## src/rtl/hero_bus_arb_if.sv

```systemverilog
// Bus bundle for hero_bus_arb: requester side, downstream hero bus, and owner/status.
// With HERO_BUS_ARB_WATCHDOG_EN defined the bundle also carries wdog_err.
interface hero_bus_arb_if #(
    parameter int unsigned NUM_REQ    = 4,
    parameter int unsigned HERO_WIDTH = 36
);
    localparam int unsigned OwnerW = $clog2(NUM_REQ);

    logic [NUM_REQ-1:0]            req_valid;
    logic [2*NUM_REQ-1:0]          req_cycle_type;
    logic [HERO_WIDTH*NUM_REQ-1:0] req_wdat;
    logic [NUM_REQ-1:0]            req_gnt;
    logic                          hero_ready;
    logic [1:0]                    hero_cycle_type;
    logic [HERO_WIDTH-1:0]         hero_wdat;
    logic                          hero_clk_en;
    logic [OwnerW-1:0]             owner;
`ifdef HERO_BUS_ARB_WATCHDOG_EN
    logic                          wdog_err;

    modport master (
        output req_valid, req_cycle_type, req_wdat, hero_ready,
        input  req_gnt, hero_cycle_type, hero_wdat, hero_clk_en, owner, wdog_err
    );
    modport slave (
        input  req_valid, req_cycle_type, req_wdat, hero_ready,
        output req_gnt, hero_cycle_type, hero_wdat, hero_clk_en, owner, wdog_err
    );
`else
    modport master (
        output req_valid, req_cycle_type, req_wdat, hero_ready,
        input  req_gnt, hero_cycle_type, hero_wdat, hero_clk_en, owner
    );
    modport slave (
        input  req_valid, req_cycle_type, req_wdat, hero_ready,
        output req_gnt, hero_cycle_type, hero_wdat, hero_clk_en, owner
    );
`endif
endinterface

```

## src/rtl/hero_bus_arb.sv

```systemverilog
// Round-robin burst arbiter onto the hero bus; a VALID beat locks the bus until DONE.
// Optional burst watchdog enabled by defining HERO_BUS_ARB_WATCHDOG_EN.
module hero_bus_arb #(
    parameter int unsigned NUM_REQ    = 4,
    parameter int unsigned HERO_WIDTH = 36,
    parameter int unsigned MAX_BURST  = 16
) (
    input logic           clk,
    input logic           rst_n,
    hero_bus_arb_if.slave bus
);
    localparam int unsigned IdxW = $clog2(NUM_REQ);
    localparam int unsigned SumW = IdxW + 1;

    localparam logic [1:0] CtIdle  = 2'd0;
    localparam logic [1:0] CtValid = 2'd1;
    localparam logic [1:0] CtDone  = 2'd2;

    if (NUM_REQ < 2 || NUM_REQ > 8 || MAX_BURST < 2) begin : g_bad_params
        $error("hero_bus_arb: unsupported parameter values");
    end

    typedef enum logic [0:0] {StIdle, StBurst} state_e;

    state_e                state_q, state_d;
    logic [IdxW-1:0]       rr_ptr_q, rr_ptr_d;
    logic [IdxW-1:0]       owner_q, owner_d;
    logic [1:0]            cycle_type_q, cycle_type_d;
    logic [HERO_WIDTH-1:0] wdat_q, wdat_d;
    logic                  clk_en_q, clk_en_d;

    logic [1:0]            req_type [NUM_REQ];
    logic [HERO_WIDTH-1:0] req_data [NUM_REQ];
    logic [NUM_REQ-1:0]    eligible;

    logic                  rr_found;
    logic [IdxW-1:0]       rr_idx;
    logic [SumW-1:0]       rr_sum;

    logic                  grant_ok;
    logic [IdxW-1:0]       gnt_idx;
    logic                  wdog_fire;

    function automatic logic [IdxW-1:0] next_idx(input logic [IdxW-1:0] i);
        if (i == IdxW'(NUM_REQ - 1)) begin
            return '0;
        end
        return i + IdxW'(1);
    endfunction

    always_comb begin
        for (int i = 0; i < NUM_REQ; i++) begin
            req_type[i] = bus.req_cycle_type[2*i +: 2];
            req_data[i] = bus.req_wdat[HERO_WIDTH*i +: HERO_WIDTH];
            eligible[i] = bus.req_valid[i] &&
                          (req_type[i] == CtValid || req_type[i] == CtDone);
        end
    end

    // First eligible requester at or after rr_ptr, wrapping at NUM_REQ-1.
    always_comb begin
        rr_found = 1'b0;
        rr_idx   = '0;
        rr_sum   = '0;
        for (int k = 0; k < NUM_REQ; k++) begin
            rr_sum = SumW'(rr_ptr_q) + SumW'(k);
            if (rr_sum >= SumW'(NUM_REQ)) begin
                rr_sum = rr_sum - SumW'(NUM_REQ);
            end
            if (!rr_found && eligible[rr_sum[IdxW-1:0]]) begin
                rr_found = 1'b1;
                rr_idx   = rr_sum[IdxW-1:0];
            end
        end
    end

`ifdef HERO_BUS_ARB_WATCHDOG_EN
    localparam int unsigned CntW = $clog2(MAX_BURST + 1);

    logic [CntW-1:0] burst_cnt_q, burst_cnt_d;
    logic            wdog_err_q, wdog_err_d;

    assign wdog_fire = (state_q == StBurst) && (burst_cnt_q == CntW'(MAX_BURST - 1));

    always_comb begin
        burst_cnt_d = '0;
        wdog_err_d  = wdog_fire;
        if (state_q == StBurst && state_d == StBurst) begin
            burst_cnt_d = burst_cnt_q + CntW'(1);
        end
    end

    always_ff @(posedge clk or negedge rst_n) begin
        if (!rst_n) begin
            burst_cnt_q <= '0;
            wdog_err_q  <= 1'b0;
        end else begin
            burst_cnt_q <= burst_cnt_d;
            wdog_err_q  <= wdog_err_d;
        end
    end

    assign bus.wdog_err = wdog_err_q;
`else
    assign wdog_fire = 1'b0;
`endif

    always_comb begin
        state_d      = state_q;
        rr_ptr_d     = rr_ptr_q;
        owner_d      = owner_q;
        cycle_type_d = CtIdle;
        wdat_d       = wdat_q;
        clk_en_d     = 1'b0;
        grant_ok     = 1'b0;
        gnt_idx      = owner_q;

        case (state_q)
            StIdle: begin
                gnt_idx  = rr_idx;
                grant_ok = rr_found && bus.hero_ready;
            end
            StBurst: begin
                // Locked: only the owner may move, everyone else stalls.
                grant_ok = eligible[owner_q] && bus.hero_ready && !wdog_fire;
            end
            default: begin
                state_d = StIdle;
            end
        endcase

        if (grant_ok) begin
            cycle_type_d = req_type[gnt_idx];
            wdat_d       = req_data[gnt_idx];
            clk_en_d     = 1'b1;
            owner_d      = gnt_idx;
            if (req_type[gnt_idx] == CtDone) begin
                state_d  = StIdle;
                rr_ptr_d = next_idx(gnt_idx);
            end else begin
                state_d  = StBurst;
            end
        end

        // Watchdog closes the burst with a synthetic DONE carrying zero data.
        if (wdog_fire) begin
            cycle_type_d = CtDone;
            wdat_d       = '0;
            clk_en_d     = 1'b1;
            state_d      = StIdle;
            rr_ptr_d     = next_idx(owner_q);
        end
    end

    always_comb begin
        bus.req_gnt = '0;
        if (grant_ok && rst_n) begin
            bus.req_gnt[gnt_idx] = 1'b1;
        end
    end

    always_ff @(posedge clk or negedge rst_n) begin
        if (!rst_n) begin
            state_q      <= StIdle;
            rr_ptr_q     <= '0;
            owner_q      <= '0;
            cycle_type_q <= CtIdle;
            wdat_q       <= '0;
            clk_en_q     <= 1'b0;
        end else begin
            state_q      <= state_d;
            rr_ptr_q     <= rr_ptr_d;
            owner_q      <= owner_d;
            cycle_type_q <= cycle_type_d;
            wdat_q       <= wdat_d;
            clk_en_q     <= clk_en_d;
        end
    end

    assign bus.hero_cycle_type = cycle_type_q;
    assign bus.hero_wdat       = wdat_q;
    assign bus.hero_clk_en     = clk_en_q;
    assign bus.owner           = owner_q;
endmodule

```

## src/flat_wrapper.sv

```systemverilog
// flat-port wrapper written by rule: the top's interface ports become plain ports
module hero_bus_arb_flat 
#(
    parameter int unsigned NUM_REQ    = 4,
    parameter int unsigned HERO_WIDTH = 36,
    parameter int unsigned MAX_BURST  = 16
)
  (clk, rst_n, bus_req_valid, bus_req_cycle_type, bus_req_wdat, bus_hero_ready, bus_req_gnt, bus_hero_cycle_type, bus_hero_wdat, bus_hero_clk_en, bus_owner);
  hero_bus_arb_if #(.NUM_REQ(NUM_REQ), .HERO_WIDTH(HERO_WIDTH)) bus_i ();
  input logic clk;
  input logic rst_n;
  input wire logic [$bits(bus_i.req_valid)-1:0] bus_req_valid;
  input wire logic [$bits(bus_i.req_cycle_type)-1:0] bus_req_cycle_type;
  input wire logic [$bits(bus_i.req_wdat)-1:0] bus_req_wdat;
  input wire logic [$bits(bus_i.hero_ready)-1:0] bus_hero_ready;
  output wire logic [$bits(bus_i.req_gnt)-1:0] bus_req_gnt;
  output wire logic [$bits(bus_i.hero_cycle_type)-1:0] bus_hero_cycle_type;
  output wire logic [$bits(bus_i.hero_wdat)-1:0] bus_hero_wdat;
  output wire logic [$bits(bus_i.hero_clk_en)-1:0] bus_hero_clk_en;
  output wire logic [$bits(bus_i.owner)-1:0] bus_owner;
  assign bus_i.req_valid = bus_req_valid;
  assign bus_i.req_cycle_type = bus_req_cycle_type;
  assign bus_i.req_wdat = bus_req_wdat;
  assign bus_i.hero_ready = bus_hero_ready;
  assign bus_req_gnt = bus_i.req_gnt;
  assign bus_hero_cycle_type = bus_i.hero_cycle_type;
  assign bus_hero_wdat = bus_i.hero_wdat;
  assign bus_hero_clk_en = bus_i.hero_clk_en;
  assign bus_owner = bus_i.owner;
  hero_bus_arb #(.NUM_REQ(NUM_REQ), .HERO_WIDTH(HERO_WIDTH), .MAX_BURST(MAX_BURST)) u_core (.clk(clk), .rst_n(rst_n), .bus(bus_i));
endmodule
```

## config.mk

```make
export PLATFORM = sky130hd
export DESIGN_NAME = hero_bus_arb_flat
export DESIGN_NICKNAME = d
export VERILOG_FILES = /design/src/rtl/hero_bus_arb_if.sv /design/src/rtl/hero_bus_arb.sv /design/src/flat_wrapper.sv
export SDC_FILE = /design/constraint.sdc
export NUM_CORES = 1
export LEC_CHECK = 0
export ABC_AREA = 1
export BUFFER_PORTS_ARGS = -buffer_cell sky130_fd_sc_hd__buf_2
export CAP_MARGIN = 20
export CORE_MARGIN = 2
export CORE_UTILIZATION = 48
export CTS_CLUSTER_SIZE = 10
export DETAILED_ROUTE_END_ITERATION = 16
export PLACE_DENSITY = 0.95
export SETUP_SLACK_MARGIN = 0.3
export SYNTH_ARGS = -nofsm -noshare
export SYNTH_HDL_FRONTEND = slang
export SYNTH_SLANG_ARGS = --single-unit
export TNS_END_PERCENT = 1
```

## constraint.sdc

```tcl
create_clock -name clk -period 6.5 [get_ports clk]
set_input_delay 0.975 -clock clk [delete_from_list [all_inputs] [get_ports clk]]
set_output_delay 0.975 -clock clk [all_outputs]
set_load 0.005 [all_outputs]
```

After elaboration in Yosys (flattened, before gate mapping)
Cells that the tools add are included.
{"block": "word_totals", "ff_bits": 44}
{"block": "classes", "add_sub_neg": 8, "n_lt_le_gt_ge": 12, "eq_ne": 10, "mux": 41, "bitwise_logic": 2, "n_reduce_logical": 19}
{"op": "36-bit binary-select mux with 2-bit select", "n": 1}
{"op": "36-bit 2-to-1 mux", "n": 2}
{"op": "2-bit 2-to-1 mux", "n": 14}
{"op": "2-bit by 3-bit less-than comparator with 1-bit output (second input constant)", "n": 6}
{"op": "1-bit 2-to-1 mux", "n": 15}
{"op": "2-bit equality test (second input constant)", "n": 6}
{"op": "3-bit greater-or-equal comparator (second input constant)", "n": 4}
{"op": "1-bit logical AND", "n": 11}
{"op": "1-bit binary-select mux with 2-bit select", "n": 5}
{"op": "2-bit by 1-bit equality test with 1-bit output (second input constant)", "n": 4}
{"op": "2-bit by 1-bit subtractor with 2-bit output (second input constant)", "n": 4}
{"op": "2-bit by 2-bit adder with 3-bit output (second input constant)", "n": 2}
{"op": "2-bit binary-select mux with 2-bit select", "n": 1}
{"op": "1-bit logical OR", "n": 4}
{"op": "4-bit 2-to-1 mux", "n": 1}
{"op": "2-bit by 1-bit adder with 3-bit output (second input constant)", "n": 1}
{"op": "2-bit by 3-bit greater-or-equal comparator with 1-bit output (second input constant)", "n": 1}
{"op": "1-bit logical NOT", "n": 3}
{"op": "2-bit NOT with 3-bit output", "n": 1}
{"op": "2-bit by 1-bit adder with 2-bit output (second input constant)", "n": 1}
{"op": "1-bit demux with 2-bit select", "n": 1}
{"op": "2-bit by 1-bit greater-or-equal comparator with 1-bit output (second input constant)", "n": 1}
{"op": "1-bit one-hot mux with 2 select lines", "n": 1}
{"op": "2-bit AND reduction", "n": 1}
{"op": "1-bit NOT", "n": 1}

Logic depth before layout (Yosys ltp)
{"block": "depth", "ltp_word": 24, "ltp_mapped": 20}

Least setup slack after synthesis
Ideal clock, no wire load.
{"block": "synth_path", "path_kind": "input port to output port", "start": "input port bus_req_cycle_type[7]", "end": "output port bus_req_gnt[0]", "arrival_time_ns": 2.346, "required_time_ns": 5.525, "setup_slack_ns": 3.179, "cell_stages": 15, "path_cell_list": "inv_1 nand2_1 nand4_1 nand2_1 nor2_1 nand3_2 o21bai_1 inv_1 nand2_1 nand2_1 inv_2 buf_2 ha_1 inv_1 nor2_1"}
{"block": "synth_between", "elab_chain_len": 21, "word_cells_on_any_way": 39, "classes_between": "2 x order compare; 2 x eq/ne; 23 x mux; 12 x reduce/logical"}
{"element": "start: declaration", "line": "flat_wrapper.sv:13", "source": "input wire logic [$bits(bus_i.req_cycle_type)-1:0] bus_req_cycle_type;"}
{"element": "2-bit by 1-bit equality test with 1-bit output / 2-bit equality test (equally long branches)", "line": "hero_bus_arb.sv:56", "source": "(req_type[i] == CtValid || req_type[i] == CtDone);"}
{"element": "1-bit logical OR (*)", "line": "hero_bus_arb.sv:56"}
{"element": "1-bit logical AND (*)", "line": "hero_bus_arb.sv:55", "source": "eligible[i] = bus.req_valid[i] &&"}
{"element": "1-bit binary-select mux with 2-bit select", "line": "hero_bus_arb.sv:70", "source": "if (!rr_found && eligible[rr_sum[IdxW-1:0]]) begin"}
{"element": "1-bit 2-to-1 mux (implied by the code)", "line": "hero_bus_arb.sv:70"}
{"element": "1-bit 2-to-1 mux", "line": "hero_bus_arb.sv:70"}
{"element": "1-bit logical NOT", "line": "hero_bus_arb.sv:70"}
{"element": "1-bit logical AND", "line": "hero_bus_arb.sv:70"}
{"element": "[... 5 more ...]"}
{"element": "1-bit logical AND", "line": "hero_bus_arb.sv:70"}
{"element": "2-bit 2-to-1 mux", "line": "hero_bus_arb.sv:70"}
{"element": "2-bit 2-to-1 mux", "line": "hero_bus_arb.sv:118", "source": "case (state_q)"}
{"element": "2-bit by 3-bit less-than comparator with 1-bit output (implied by the code) / 2-bit by 1-bit greater-or-equal comparator with 1-bit output (equally long branches)", "line": "hero_bus_arb.sv:158", "source": "bus.req_gnt[gnt_idx] = 1'b1;"}
{"element": "1-bit logical AND (implied by the code)", "line": "hero_bus_arb.sv:158"}
{"element": "1-bit 2-to-1 mux (implied by the code)", "line": "hero_bus_arb.sv:158"}
{"element": "1-bit demux with 2-bit select"}
{"element": "4-bit 2-to-1 mux (*)", "line": "hero_bus_arb.sv:157", "source": "if (grant_ok && rst_n) begin"}
{"element": "end: declaration", "line": "flat_wrapper.sv:16", "source": "output wire logic [$bits(bus_i.req_gnt)-1:0] bus_req_gnt;"}
Every way passes the cells marked *; elsewhere a longest branch is shown, timed or not. The select of a mux whose other input is x is not followed.

Worst setup path in the final report
{"block": "layout_path", "start": "input port bus_req_cycle_type[2]", "end": "output port bus_req_gnt[0]"}
Same word-level chain as after synthesis.

==> flow_summary.ini <==
[die]
die_h_um = 89.2
start_util_pct = 48.8
io-pin-count = 204
dieArea_mm2 = 0.00795
row_count = 31
core_area_mm2 = 0.00714
die_width_um = 89.2

[clock_tree]
cts_buffer_depth = 2
cts_tree = built
h-tree-depth = 2
clk_transition_reported_paths_ns = 0.08
post_cts_buffers = 0
cts_sinks = 44
cts-root-buf = clkbuf_8
numCtsBuffers = 5
clkLatencyLatePin_ns = 0.29
cts_resized = 0
hold_buffers = 0

[timing]
setup_viol = 0
setup_tns_ns = 0
relSlewSlack_pct = 43.9
fin_crit_sh_pct = 70.9
rsz0062_at_grt = false
fin_crit_ns = 4.61
finClkSkew_ns = 0.00865
fin_worst_hold_slack_ns = 0.474
tightestPinTransition_ns = 0.840
hold_viol = 0
fmax_ghz = 0.217
maxSlewViolCount = 0

[detailed_routing]
drt_wl_total_um = 9760
highest_layer = met4
viasPerCell = 4.70
met2_length_um = 4840
wire_per_inst_um = 10.8
vias = 4260
drt_iter0_markers = 191
firstDrtPassIters = 4
ant_nets = 0
drcViolationCount = 0
wirelength_met1_um = 4080
wl_met3_um = 749

[placed_design]
place_congestion = 0.915
place_hpwl_um = 7070
port_buffers = 203

[synthesis]
yosysTopAreaCell = nand2_1
ys_ff_latch = 44
ys_types = 27
synth_common_cells = nand2_1 (481), dfrtp_1 (44), buf_2 (16), nand4_1 (15), inv_1 (14)
synth_top_area_share_pct = 51.8
syn_area_per_cell_um2 = 5.56
async_flop_share_pct = 100
syn_inst = 627
synth_fp_nets = 787
post-synth-top-count-cell = nand2_1
synth_area_leaders = nand2_1 (52%), dfrtp_1 (32%), nand4_1 (2.7%), buf_2 (2.3%), buf_6 (1.6%)
synth-seq-area-share_pct = 31.6
synth_area_mm2 = 0.00348
yosys_warnings = 0
synth_edf_count = 0
synth_flop_cell = dfrtp_1

[setup_path]
crit_slowest_cell = inv_4
path_cells = buf_2, inv_1, nand2_1, nand4_1, nand2_1, nand2_1, nand2_1, inv_1, nand2_1, nand3_1, nand2_2, nand2_4, inv_4, ha_1, inv_1, nor2_1, buf_2
timing.critical_path.mode_cell = nand2_1
critPathArrivalTime_ns = 3.63
worstRegToRegCells = 12
setup.worst_path.class = input pin to output port
cp-start-kind = input pin
cp_max_fo = 80
reg2reg_from = u_core.rr_ptr_q[0]
cp-end-kind = output port
worst_r2r_endpoint = u_core.rr_ptr_q[1]
critPathRequiredTime_ns = 5.52
r2r_slack_ns = 3.27
cpPeakStageDelay_ns = 0.73

[status]
outcome = finished clean

[worst_hold_path]
min_path_type = register to register
hold_path_depth = 2
hold_path_startpoint = u_core.bus.hero_wdat[19]
hold_end = u_core.bus.hero_wdat[19]

[cells_and_area]
drive_gt1_share_pct = 28.0
area_delta_synth_final_pct = 31.4
diodes = 0
nets = 967

[power_and_ir_drop]
power_switching_uw = 1220
pwr_density_cell_mw_per_mm2 = 500
p_clk_share_pct = 9.8
combPwrFrac_pct = 69.2
irDropWorstVdd_mv = 0.268
power.leakage_uw = 0.00304
swShare_pct = 53.4
seq_power_share_pct = 21.0
p_int_uw = 1070

[global_routing]
overflow = 0
antenna_found_initial = 0
grt_pass1_vias = 3676
gr-usage-all-layers_pct = 24.5
grt_pass1_wl_um = 15600
grt_max_degree = 81

[flow_run]
drv_cap = 0
## critical path, delay by kind of cell
kind	cells	cell delay (ns)
adder cells (fa/ha/maj)	1	0.26
buffers and inverters	6	1.07
AND/OR/NAND/NOR	10	1.28
## routing by layer
metal  track usage (%)  vias up
met5                 0        -
met2              44.2      164
met4              6.51        0
met1              29.6     1839
li1                  -     2249
met3              4.80        8
## state kept, by name (all words and copies together), names as in the netlist
signal and count:
u_core.bus.hero_cycle_type 2, u_core.bus.hero_wdat 36, u_core.state_q 1, u_core.rr_ptr_q 2, u_core.bus.hero_clk_en 1, u_core.bus.owner 2
## kinds of logic after synthesis
family | count (synthesis) | share of synthesized area (%)
compound gates | 7 | 1.22
fa+ha+maj | 1 | 0.359
simple gates | 521 | 58.4
buf+inv | 53 | 7.97
xor+xnor | 1 | 0.467
flops | 44 | 31.6
## power by group through the flow
stage	Clock (uW)	Sequential [uW]	Combinational, uW
final	224	480	1580
after global routing	243	497	1850
after CTS	230	480	1600
after detailed placement	0	481	1600
after global placement	0	481	1580
after floorplan	0	483	1280
## cells in the final DEF (no fill, tap or decap)
| cell type | n |
|---|---|
| nand2_4 | 1 |
| buf_2 | 203 |
| clkinv_1 | 1 |
| dfrtp_1 | 44 |
| inv_1 | 14 |
| nand3b_1 | 1 |
| nand3_2 | 2 |
| a21oi_1 | 1 |
| nor2_1 | 6 |
| nand2_2 | 2 |
| o21ai_1 | 3 |
| bufinv_16 | 1 |
| xor2_2 | 1 |
| buf_4 | 3 |
| inv_2 | 4 |
| nand3_1 | 10 |
| ha_1 | 1 |
| o21bai_1 | 1 |
| nand2_1 | 481 |
| inv_4 | 1 |
| nor3_1 | 3 |
| nand4_1 | 15 |
| a21oi_2 | 1 |
| a31oi_1 | 1 |
| clkbuf_8 | 7 |
## how the worst max path moves through the flow
stage                                startpoint              to  slack, ns  depth (start not counted)
after floorplan           bus_req_cycle_type[7]  bus_req_gnt[0]       3.18                         15
after global placement    bus_req_cycle_type[7]  bus_req_gnt[0]       1.96                         17
after detailed placement  bus_req_cycle_type[2]  bus_req_gnt[0]       1.90                         17
after CTS                 bus_req_cycle_type[2]  bus_req_gnt[0]       1.90                         17
after global routing      bus_req_cycle_type[7]  bus_req_gnt[0]       1.49                         17
final                     bus_req_cycle_type[2]  bus_req_gnt[0]       1.89                         17
## per-stage QoR
stage	utilization, %	total power [uW]	instances	setup WS [ns]	area, um2
2_1_floorplan	-	1760	627	3.18	3480
3_3_place_gp	62.4	2060	899	1.96	4450
3_5_place_dp	62.4	2080	899	1.90	4450
4_1_cts	64.1	2310	907	1.90	4580
5_1_grt	64.1	2590	907	1.49	4580
6_report	64.1	2290	907	1.89	4580
## cell type report
class | instances | area, um2
repair buffers | 206 | 1040
clock inverters | 1 | 30.0
multi-input cells | 530 | 2110
clock buffers | 7 | 96.3
inverters | 20 | 77.6
fillers | 711 | 2560
flip-flops and latches | 44 | 1100
well taps | 99 | 124
Power figures use the tool's default switching activity.
